## src/rtl/fft_pkg.sv

```systemverilog
// Shared definitions for the FFT output path.
// Contents: frame/lane geometry constants, the complex sample type and a
// helper that extracts one point (lane) from a packed 8-point group.
package fft_pkg;

    localparam int FFT_POINTS = 16;            // frame length used for start-of-frame marking
    localparam int FFT_LANES  = 8;             // points delivered per input group
    localparam int SAMPLE_W   = 16;            // width of each real/imag component
    localparam int POINT_W    = 2 * SAMPLE_W;  // packed {real, imag}
    localparam int LANE_W     = $clog2(FFT_LANES);

    // Signed 8.8 fixed point complex sample, real part in the upper half.
    typedef struct packed {
        logic signed [SAMPLE_W-1:0] real_part;
        logic signed [SAMPLE_W-1:0] imag_part;
    } cplx_t;

    // Lane 0 occupies the least significant point slot of a packed group.
    function automatic cplx_t grp_lane(input logic [FFT_LANES*POINT_W-1:0] grp,
                                       input logic [LANE_W-1:0]            lane);
        return cplx_t'(grp[int'(lane)*POINT_W +: POINT_W]);
    endfunction

endpackage

```

## src/rtl/fft_grp_fifo.sv

```systemverilog
// Group FIFO: stores whole 8-point groups together with their base index.
// Ports:
//   clk, rst            clock, asynchronous active-high reset
//   push, wr_data       write one entry (caller guarantees space or a same-cycle pop)
//   pop                 retire the head entry (caller guarantees count > 0)
//   head_data           entry at the read pointer
//   next_data           entry behind the head, used when the head retires
//   count               number of stored entries (0..DEPTH)
module fft_grp_fifo #(
    parameter int DEPTH = 4,
    parameter int WIDTH = 266
) (
    input  logic                     clk,
    input  logic                     rst,
    input  logic                     push,
    input  logic                     pop,
    input  logic [WIDTH-1:0]         wr_data,
    output logic [WIDTH-1:0]         head_data,
    output logic [WIDTH-1:0]         next_data,
    output logic [$clog2(DEPTH):0]   count
);

    localparam int PTR_W = $clog2(DEPTH);
    localparam int CNT_W = PTR_W + 1;

    logic [WIDTH-1:0] mem_r [DEPTH];
    logic [PTR_W-1:0] wr_ptr_r;
    logic [PTR_W-1:0] rd_ptr_r;
    logic [CNT_W-1:0] count_r;

    // Storage array; contents are don't-care until counted, so no reset.
    always_ff @(posedge clk) begin
        if (push) begin
            mem_r[wr_ptr_r] <= wr_data;
        end
    end

    // Pointers and occupancy; power-of-two depth lets pointers wrap naturally.
    always_ff @(posedge clk or posedge rst) begin
        if (rst) begin
            wr_ptr_r <= {PTR_W{1'b0}};
            rd_ptr_r <= {PTR_W{1'b0}};
            count_r  <= {CNT_W{1'b0}};
        end else begin
            if (push) begin
                wr_ptr_r <= wr_ptr_r + PTR_W'(1);
            end
            if (pop) begin
                rd_ptr_r <= rd_ptr_r + PTR_W'(1);
            end
            case ({push, pop})
                2'b10:   count_r <= count_r + CNT_W'(1);
                2'b01:   count_r <= count_r - CNT_W'(1);
                default: count_r <= count_r;
            endcase
        end
    end

    assign head_data = mem_r[rd_ptr_r];
    assign next_data = mem_r[rd_ptr_r + PTR_W'(1)];
    assign count     = count_r;

endmodule

```

## src/rtl/fft_out_serializer.sv

```systemverilog
// FFT output serializer: buffers 8-point groups and emits them one point per
// ready/valid handshake, tagging each point with its stream index.
// Ports:
//   clk, rst                 clock, asynchronous active-high reset
//   fft_valid, fft_d0..d7    one 8-point group per valid cycle, d0 lowest index
//   out_ready                downstream accepts the current point
//   out_valid                a point is presented on out_real/imag/index/sof
//   out_real, out_imag       current point, bit-exact copy of the input
//   out_index                stream position modulo 2^IDX_W
//   out_sof                  current point is bin 0 of a 16-point frame
//   overflow                 sticky flag: a group was dropped since reset
module fft_out_serializer
    import fft_pkg::*;
#(
    parameter int GRP_DEPTH = 4,
    parameter int IDX_W     = 10
) (
    input  logic                clk,
    input  logic                rst,
    input  logic                fft_valid,
    input  logic [31:0]         fft_d0,
    input  logic [31:0]         fft_d1,
    input  logic [31:0]         fft_d2,
    input  logic [31:0]         fft_d3,
    input  logic [31:0]         fft_d4,
    input  logic [31:0]         fft_d5,
    input  logic [31:0]         fft_d6,
    input  logic [31:0]         fft_d7,
    input  logic                out_ready,
    output logic                out_valid,
    output logic [15:0]         out_real,
    output logic [15:0]         out_imag,
    output logic [IDX_W-1:0]    out_index,
    output logic                out_sof,
    output logic                overflow
);

    localparam int GRP_W = FFT_LANES * POINT_W;
    localparam int ENT_W = GRP_W + IDX_W;
    localparam int CNT_W = $clog2(GRP_DEPTH) + 1;
    localparam int SOF_W = $clog2(FFT_POINTS);

    logic [CNT_W-1:0]  count_s;
    logic [ENT_W-1:0]  head_s;
    logic [ENT_W-1:0]  next_s;
    logic [ENT_W-1:0]  wr_ent_s;
    logic [ENT_W-1:0]  src_s;
    logic [LANE_W-1:0] sub_r;
    logic [LANE_W-1:0] sub_nxt_s;
    logic [IDX_W-1:0]  wr_base_r;
    logic [IDX_W-1:0]  idx_nxt_s;
    logic              adv_s;
    logic              pop_s;
    logic              push_s;
    logic              empty_after_pop_s;
    logic              load_s;
    cplx_t             pt_s;

    fft_grp_fifo #(
        .DEPTH (GRP_DEPTH),
        .WIDTH (ENT_W)
    ) u_fifo (
        .clk       (clk),
        .rst       (rst),
        .push      (push_s),
        .pop       (pop_s),
        .wr_data   (wr_ent_s),
        .head_data (head_s),
        .next_data (next_s),
        .count     (count_s)
    );

    // Handshake decode and selection of the point to present after this edge.
    // Outputs are registered, so the next head point is computed here; when
    // the buffer drains to empty the incoming group is forwarded directly.
    always_comb begin
        adv_s             = out_valid & out_ready;
        pop_s             = adv_s & (sub_r == LANE_W'(FFT_LANES - 1));
        push_s            = fft_valid & ((count_s < CNT_W'(GRP_DEPTH)) | pop_s);
        empty_after_pop_s = (count_s == {{(CNT_W-1){1'b0}}, pop_s});
        wr_ent_s          = {wr_base_r, fft_d7, fft_d6, fft_d5, fft_d4,
                             fft_d3, fft_d2, fft_d1, fft_d0};
        load_s            = 1'b1;
        src_s             = head_s;
        sub_nxt_s         = sub_r;
        if (empty_after_pop_s) begin
            src_s     = wr_ent_s;
            sub_nxt_s = {LANE_W{1'b0}};
            load_s    = push_s;
        end else if (pop_s) begin
            src_s     = next_s;
            sub_nxt_s = {LANE_W{1'b0}};
        end else if (adv_s) begin
            sub_nxt_s = sub_r + LANE_W'(1);
        end else begin
            sub_nxt_s = sub_r;
        end
        pt_s      = grp_lane(src_s[GRP_W-1:0], sub_nxt_s);
        idx_nxt_s = src_s[ENT_W-1:GRP_W] + IDX_W'(sub_nxt_s);
    end

    // Serializer state and registered output point.
    always_ff @(posedge clk or posedge rst) begin
        if (rst) begin
            sub_r     <= {LANE_W{1'b0}};
            wr_base_r <= {IDX_W{1'b0}};
            overflow  <= 1'b0;
            out_valid <= 1'b0;
            out_real  <= 16'd0;
            out_imag  <= 16'd0;
            out_index <= {IDX_W{1'b0}};
            out_sof   <= 1'b0;
        end else begin
            // Dropped groups still consume their 8 index values.
            if (fft_valid) begin
                wr_base_r <= wr_base_r + IDX_W'(FFT_LANES);
            end
            if (fft_valid && !push_s) begin
                overflow <= 1'b1;
            end
            sub_r     <= sub_nxt_s;
            out_valid <= !empty_after_pop_s || push_s;
            if (load_s) begin
                out_real  <= pt_s.real_part;
                out_imag  <= pt_s.imag_part;
                out_index <= idx_nxt_s;
                out_sof   <= (idx_nxt_s[SOF_W-1:0] == SOF_W'(0));
            end
        end
    end

endmodule

```

## config.mk

```make
export PLATFORM = sky130hd
export DESIGN_NAME = fft_out_serializer
export DESIGN_NICKNAME = d
export VERILOG_FILES = /design/src/rtl/fft_pkg.sv /design/src/rtl/fft_grp_fifo.sv /design/src/rtl/fft_out_serializer.sv
export SDC_FILE = /design/constraint.sdc
export NUM_CORES = 1
export LEC_CHECK = 0
export CAP_MARGIN = 20
export CORE_ASPECT_RATIO = 0.8
export CORE_MARGIN = 10
export CORE_UTILIZATION = 45
export DETAILED_ROUTE_END_ITERATION = 8
export GPL_TIMING_DRIVEN = 1
export SLEW_MARGIN = 20
export SYNTH_ARGS = -nofsm -noshare
export SYNTH_HDL_FRONTEND = slang
export SYNTH_SLANG_ARGS = --single-unit
```

## constraint.sdc

```tcl
create_clock -name clk -period 26.5 [get_ports clk]
set_input_delay 3.975 -clock clk [delete_from_list [all_inputs] [get_ports clk]]
set_output_delay 3.975 -clock clk [all_outputs]
set_load 0.005 [all_outputs]
```

# ---- After elaboration in Yosys (flattened, before gate mapping)
# Memories as Yosys holds them, arrays and structs flattened.
# Cells that the tools add are included.
dict set report classes {
  order_cmp 1
  n_reduce_logical 6
  shifts 1
  muxes 9
  n_bitwise 4
  add_sub_neg 7
  eq_ne 4
}
# op count
set op_table {}
lappend op_table {{$mux W266} 2}
lappend op_table {{$shiftx A256 B9 Y32} 1}
lappend op_table {{$add A10 B3 Y10} 1}
lappend op_table {{$add A10 B4 Y10 const B} 1}
lappend op_table {{$mux W3} 3}
lappend op_table {{$add A3 B1 Y3 const B} 2}
lappend op_table {{$pmux W3 S2} 1}
lappend op_table {{$add A2 B1 Y2 const B} 2}
lappend op_table {{$logic_not A4 Y1} 1}
lappend op_table {{$and A1 B1 Y1} 3}
lappend op_table {{$eq A3 B1 Y1} 1}
lappend op_table {{$eq A3 B3 Y1 const B} 1}
lappend op_table {{$lt A3 B3 Y1 const B} 1}
lappend op_table {{$mux W1} 3}
lappend op_table {{$sub A3 B1 Y3 const B} 1}
lappend op_table {{$eq A2 B1 Y1 const B} 1}
lappend op_table {{$eq A2 B2 Y1 const B} 1}
lappend op_table {{$logic_not A1 Y1} 2}
lappend op_table {{$reduce_bool A2 Y1} 1}
lappend op_table {{$logic_and A1 B1 Y1} 1}
lappend op_table {{$logic_or A1 B1 Y1} 1}
lappend op_table {{$or A1 B1 Y1} 1}
dict set report totals {
  ff_bits 65
  n_memories 1
  in_bits 260
  ram_bits 1064
  wordCells 44
}
# memory depth word_bits read_ports rd_clocked_by_memory_dff write_ports line
set memory_table {}
lappend memory_table {u_fifo.mem_r 4 266 2 0 1 fft_grp_fifo.sv:26} ;# logic [WIDTH-1:0] mem_r [DEPTH];

# ---- Longest topological paths before layout
dict set report depth {
  ltp_word 6
  depth_mapped 12
}

# ---- By module
# Synthesis repeated with hierarchy kept, for this count alone.
dict set report unflattened {
  hier_cells 2441
  hier_area_um2 50743.7
}
# mod instances area_per_inst_um2 seq_area_each_um2 cells_each
set by_module_without_submodules {}
lappend by_module_without_submodules {fft_grp_fifo 1 45137.0 32125.8 1750}
lappend by_module_without_submodules {fft_out_serializer 1 5606.6 1376.3 691}

# ---- Least setup slack after synthesis
# No wires, ideal clock.
dict set report synth_path {
  kind {input to register}
  start {in out_ready}
  end {mem u_fifo.mem_r[0][0], enable pin}
  required_time_ns 25.843
  n_path_buf 3
  arrival_time_ns 11.146
  slack_ns 14.697
  cell_stages 6
  cell_sequence {buf_4 -> nand3_1 -> a21boi_1 -> clkbuf_1 -> clkbuf_1 -> and2_1}
}
dict set report synth_between {
  elab_chain_len 6
}
# element line
set synth_lines {}
lappend synth_lines {{from (decl)} fft_out_serializer.sv:29} ;# input logic out_ready,
lappend synth_lines {{$and A1 B1 Y1} fft_out_serializer.sv:77} ;# adv_s = out_valid & out_ready;
lappend synth_lines {{$and A1 B1 Y1} fft_out_serializer.sv:78} ;# pop_s = adv_s & (sub_r == LANE_W'(FFT_LANES - 1));
lappend synth_lines {{$or A1 B1 Y1} fft_out_serializer.sv:79} ;# push_s = fft_valid & ((count_s < CNT_W'(GRP_DEPTH)) | pop_s);
lappend synth_lines {{$and A1 B1 Y1} fft_out_serializer.sv:79}
lappend synth_lines {{$mux W1} fft_grp_fifo.sv:33} ;# if (push) begin
lappend synth_lines {{$mux W1 (implied by the code)} fft_grp_fifo.sv:34} ;# mem_r[wr_ptr_r] <= wr_data;
lappend synth_lines {{to (decl)} fft_grp_fifo.sv:26}
# Every way passes these cells.

# ---- Final worst setup path
dict set report layout_path {
  start {in out_ready}
  end {mem u_fifo.mem_r[2][56], enable pin}
}
# Same word-level chain as after synthesis.

==> flow_summary.json <==
{
  "combPwrFrac_pct": 28.9,
  "fin_skew_ns": 0.0262,
  "routedWlPerCell_um": 29.1,
  "final_cells": 3736,
  "rsz0062_at_grt": "false",
  "post-route-period-util_pct": 32.6,
  "cts.root.buffer_cell": "clkbuf_16",
  "path_cells": "clkdlybuf4s50_1 -> nand3_4 -> a21boi_4 -> buf_4 -> and2_4 -> buf_4 -> buf_4",
  "antenna_found_initial": 19,
  "cp.arrival_ns": 8.93,
  "hold_buffers": 0,
  "nNetsFinal": 2608,
  "synth_top_cell_area_share_pct": 71.5,
  "internal-power_uw": 3860,
  "setup_viol": 0,
  "n_antenna_cell": 0,
  "first_pass_iters": 5,
  "tritoncts": "yes",
  "yosys_most_used_dff": "edfxtp_1",
  "crit_path_frequent_cell": "buf_4",
  "filler_cell_count": 7465,
  "synth.most_common_cell": "edfxtp_1",
  "cts_max_level": 3,
  "grt_first_pass_wirelength_mm": 158,
  "numCtsBuffers": 109,
  "worstMarginPinSlew_ns": 1.51,
  "ios": 305,
  "ys_types": 51,
  "clkPwrFrac_pct": 27.8,
  "pwr-share-seq_pct": 43.3,
  "post-dp-hpwl_mm": 66.8,
  "die-width_um": 370,
  "fmax_ghz": 0.116,
  "worst-path-max-fanout": 63,
  "maxCapViolations": 0,
  "slew_headroom_pct": -0.395,
  "grt_use_total_pct": 19.3,
  "initial_core_util_pct": 45.5,
  "portBuffers": 304,
  "min_path_type": "reg -> reg",
  "drive_gt1_share_pct": 22.9,
  "start_kind": "input pin",
  "slowest_stage": "and2_4",
  "drt-total-wl_mm": 109,
  "synth-edff-count": 1052,
  "core_area_um2": 97100,
  "grt_overflow_total": 0,
  "die_area_um2": 111000,
  "slowest_delay_ns": 0.90,
  "vias": 21800,
  "violations": "max-slew violations",
  "fin_tns_setup_ns": 0,
  "routed_via_density": 5.83,
  "netlist_instances": 2016,
  "synth_top_area_cell": "edfxtp_1",
  "yosysSeqAreaShare_pct": 75.0,
  "synth_warnings": 0,
  "clockBufferDepth": 3,
  "synth.avg_cell_area_um2": 21.9,
  "cts_resized": 0,
  "slew_viol_final": 12,
  "multiInputGateArea_um2": 10300,
  "die_h_um": 300,
  "cp_data_required_time_ns": 26.79,
  "insertion_delay_ns": 0.68,
  "period_needed_ns": 8.64,
  "grt_max_degree": 148,
  "regArea_um2": 33100,
  "drt_iter0_drc": 1940,
  "clk_pin_slew_worst_paths_ns": 0.06,
  "detail-route-antenna-nets": 0,
  "swShare_pct": 29.9,
  "drc": 0,
  "power_leakage_uw": 0.0164,
  "synthTopCellsByCount": "edfxtp_1 (1052), mux4_2 (286), dfrtp_1 (62)",
  "end_kind": "flop",
  "post_cts.repair.setup_buffers": 0,
  "power_uw": 5500,
  "gp_congestion": 0.754,
  "power_switching_uw": 1640,
  "grt_pass1_vias": 23000,
  "status": "complete, but fails checks",
  "ir_worst_vdd_uv": 94.6,
  "synth_nets": 2285,
  "hold_violations": 0,
  "ys_ff_latch": 1114,
  "p_per_area_nw_per_um2": 106,
  "worst-setup-path-type": "in -> reg",
  "areaGrowthSynthToFinish_pct": 17.8,
  "synth.top_cells.by_area": "edfxtp_1 (72%), mux4_2 (15%), dfrtp_1 (3.5%), mux2_2 (1.5%), mux2i_1 (1.1%)",
  "synth_area_um2": 44200,
  "rows": 102,
  "async_flop_share_pct": 5.57,
  "dp.cells": 3525,
  "numClockSinks": 1114
}
-- kinds of logic (layout without fill, tap and decap cells) --
group / Yosys count / count (layout) / synth area share [%]
DFF: 1114 / 1114 / 75.0
muxes: 396 / 396 / 17.4
AOI/OAI and AO/OA: 199 / 199 / 3.46
and+or+nand+nor: 151 / 151 / 1.74
buffers and inverters: 135 / 555 / 1.85
xor gates and xnor gates: 12 / 12 / 0.238
adders and majority gates: 9 / 9 / 0.272
-- cell type report --
type / count / share of cell area, %
sequential: 1114 / 63.7
multi-input combinational: 767 / 19.8
timing repair buffer: 336 / 6.49
clock buffer: 151 / 5.78
tap: 1300 / 3.13
clock inverter: 57 / 1.04
inverter: 11 / 0.0866
-- cells in the final DEF, fill, tap and decap left out, drive strengths merged, types with 3 or more instances in the layout --
cell type and count:
a2111oi 8, a211oi 45, a21bo 3, a21o 3, a21oi 6, a31o 3, a31oi 13, a32o 11
and2 20, and3 30, buf 31, bufinv 10, clkbuf 152, clkdlybuf4s50 304, clkinv 43, dfrtp 62
edfxtp 1052, ha 8, inv 15, mux2 58, mux2i 48, mux4 290, nand2 58, nand3 5
nand4 3, nor2 8, nor3 16, nor3b 7, o21ai 16, o221ai 31, o22ai 20, o31a 5
o32ai 25, xnor2 8, xor2 4
-- sequential cells by signal, summed over array words and instances, names as in the netlist, 2 cells and up --
| register | cells |
|---|---|
| u_fifo.mem_r | 1052 |
| out_imag | 16 |
| u_fifo.rd_ptr_r | 2 |
| wr_base_r | 7 |
| out_real | 16 |
| sub_r | 3 |
| u_fifo.wr_ptr_r | 2 |
| u_fifo.count | 3 |
| out_index | 10 |
-- layer usage --
metal	GRT usage (%)	share of wire, %
met3	5.85	8.6
met2	30.1	48
met1	26.4	42
met5	0	0.21
met4	4.52	2.0
-- worst max-delay path, delay by kind of cell --
kind | cells | cell delay [ns]
buffers and inverters | 4 | 2.77
AOI/OAI and AO/OA | 1 | 0.39
and+or+nand+nor | 2 | 1.65
-- power by group through the flow --
stage / sequential, uW / combinational (uW) / clock [uW]
2_1_floorplan: 2400 / 1110 / 0
3_3_place_gp: 2410 / 1590 / 0
3_5_place_dp: 2420 / 1610 / 0
4_1_cts: 2390 / 1620 / 1560
5_1_grt: 2410 / 1710 / 1630
6_report: 2380 / 1590 / 1530
-- through the flow --
step	hold slack [ns]	worst slack, ns	area (um2)	utilization [%]
final	0.539	17.86	52000	53.6
after global routing	0.570	17.55	52000	53.6
after CTS	0.560	17.72	52000	53.5
after detailed placement	0.547	17.00	48400	49.8
after global placement	0.536	17.05	48400	49.8
after floorplan	0.466	14.70	44200	-
-- final timing paths --
check	slack, ns	from	depth (start not counted)	end
min in group asynchronous	3.90	rst	2	out_index[6]
worst max register to register	21.14	sub_r[0]	8	u_fifo.mem_r[2][56]
worst min register to register	0.54	overflow	1	overflow
worst max-delay path	17.86	out_ready	7	u_fifo.mem_r[2][56]
max in group asynchronous	21.84	rst	2	u_fifo.rd_ptr_r[0]
worst min-delay path	0.54	overflow	1	overflow
No activity file was read; power rests on OpenSTA's default activity.
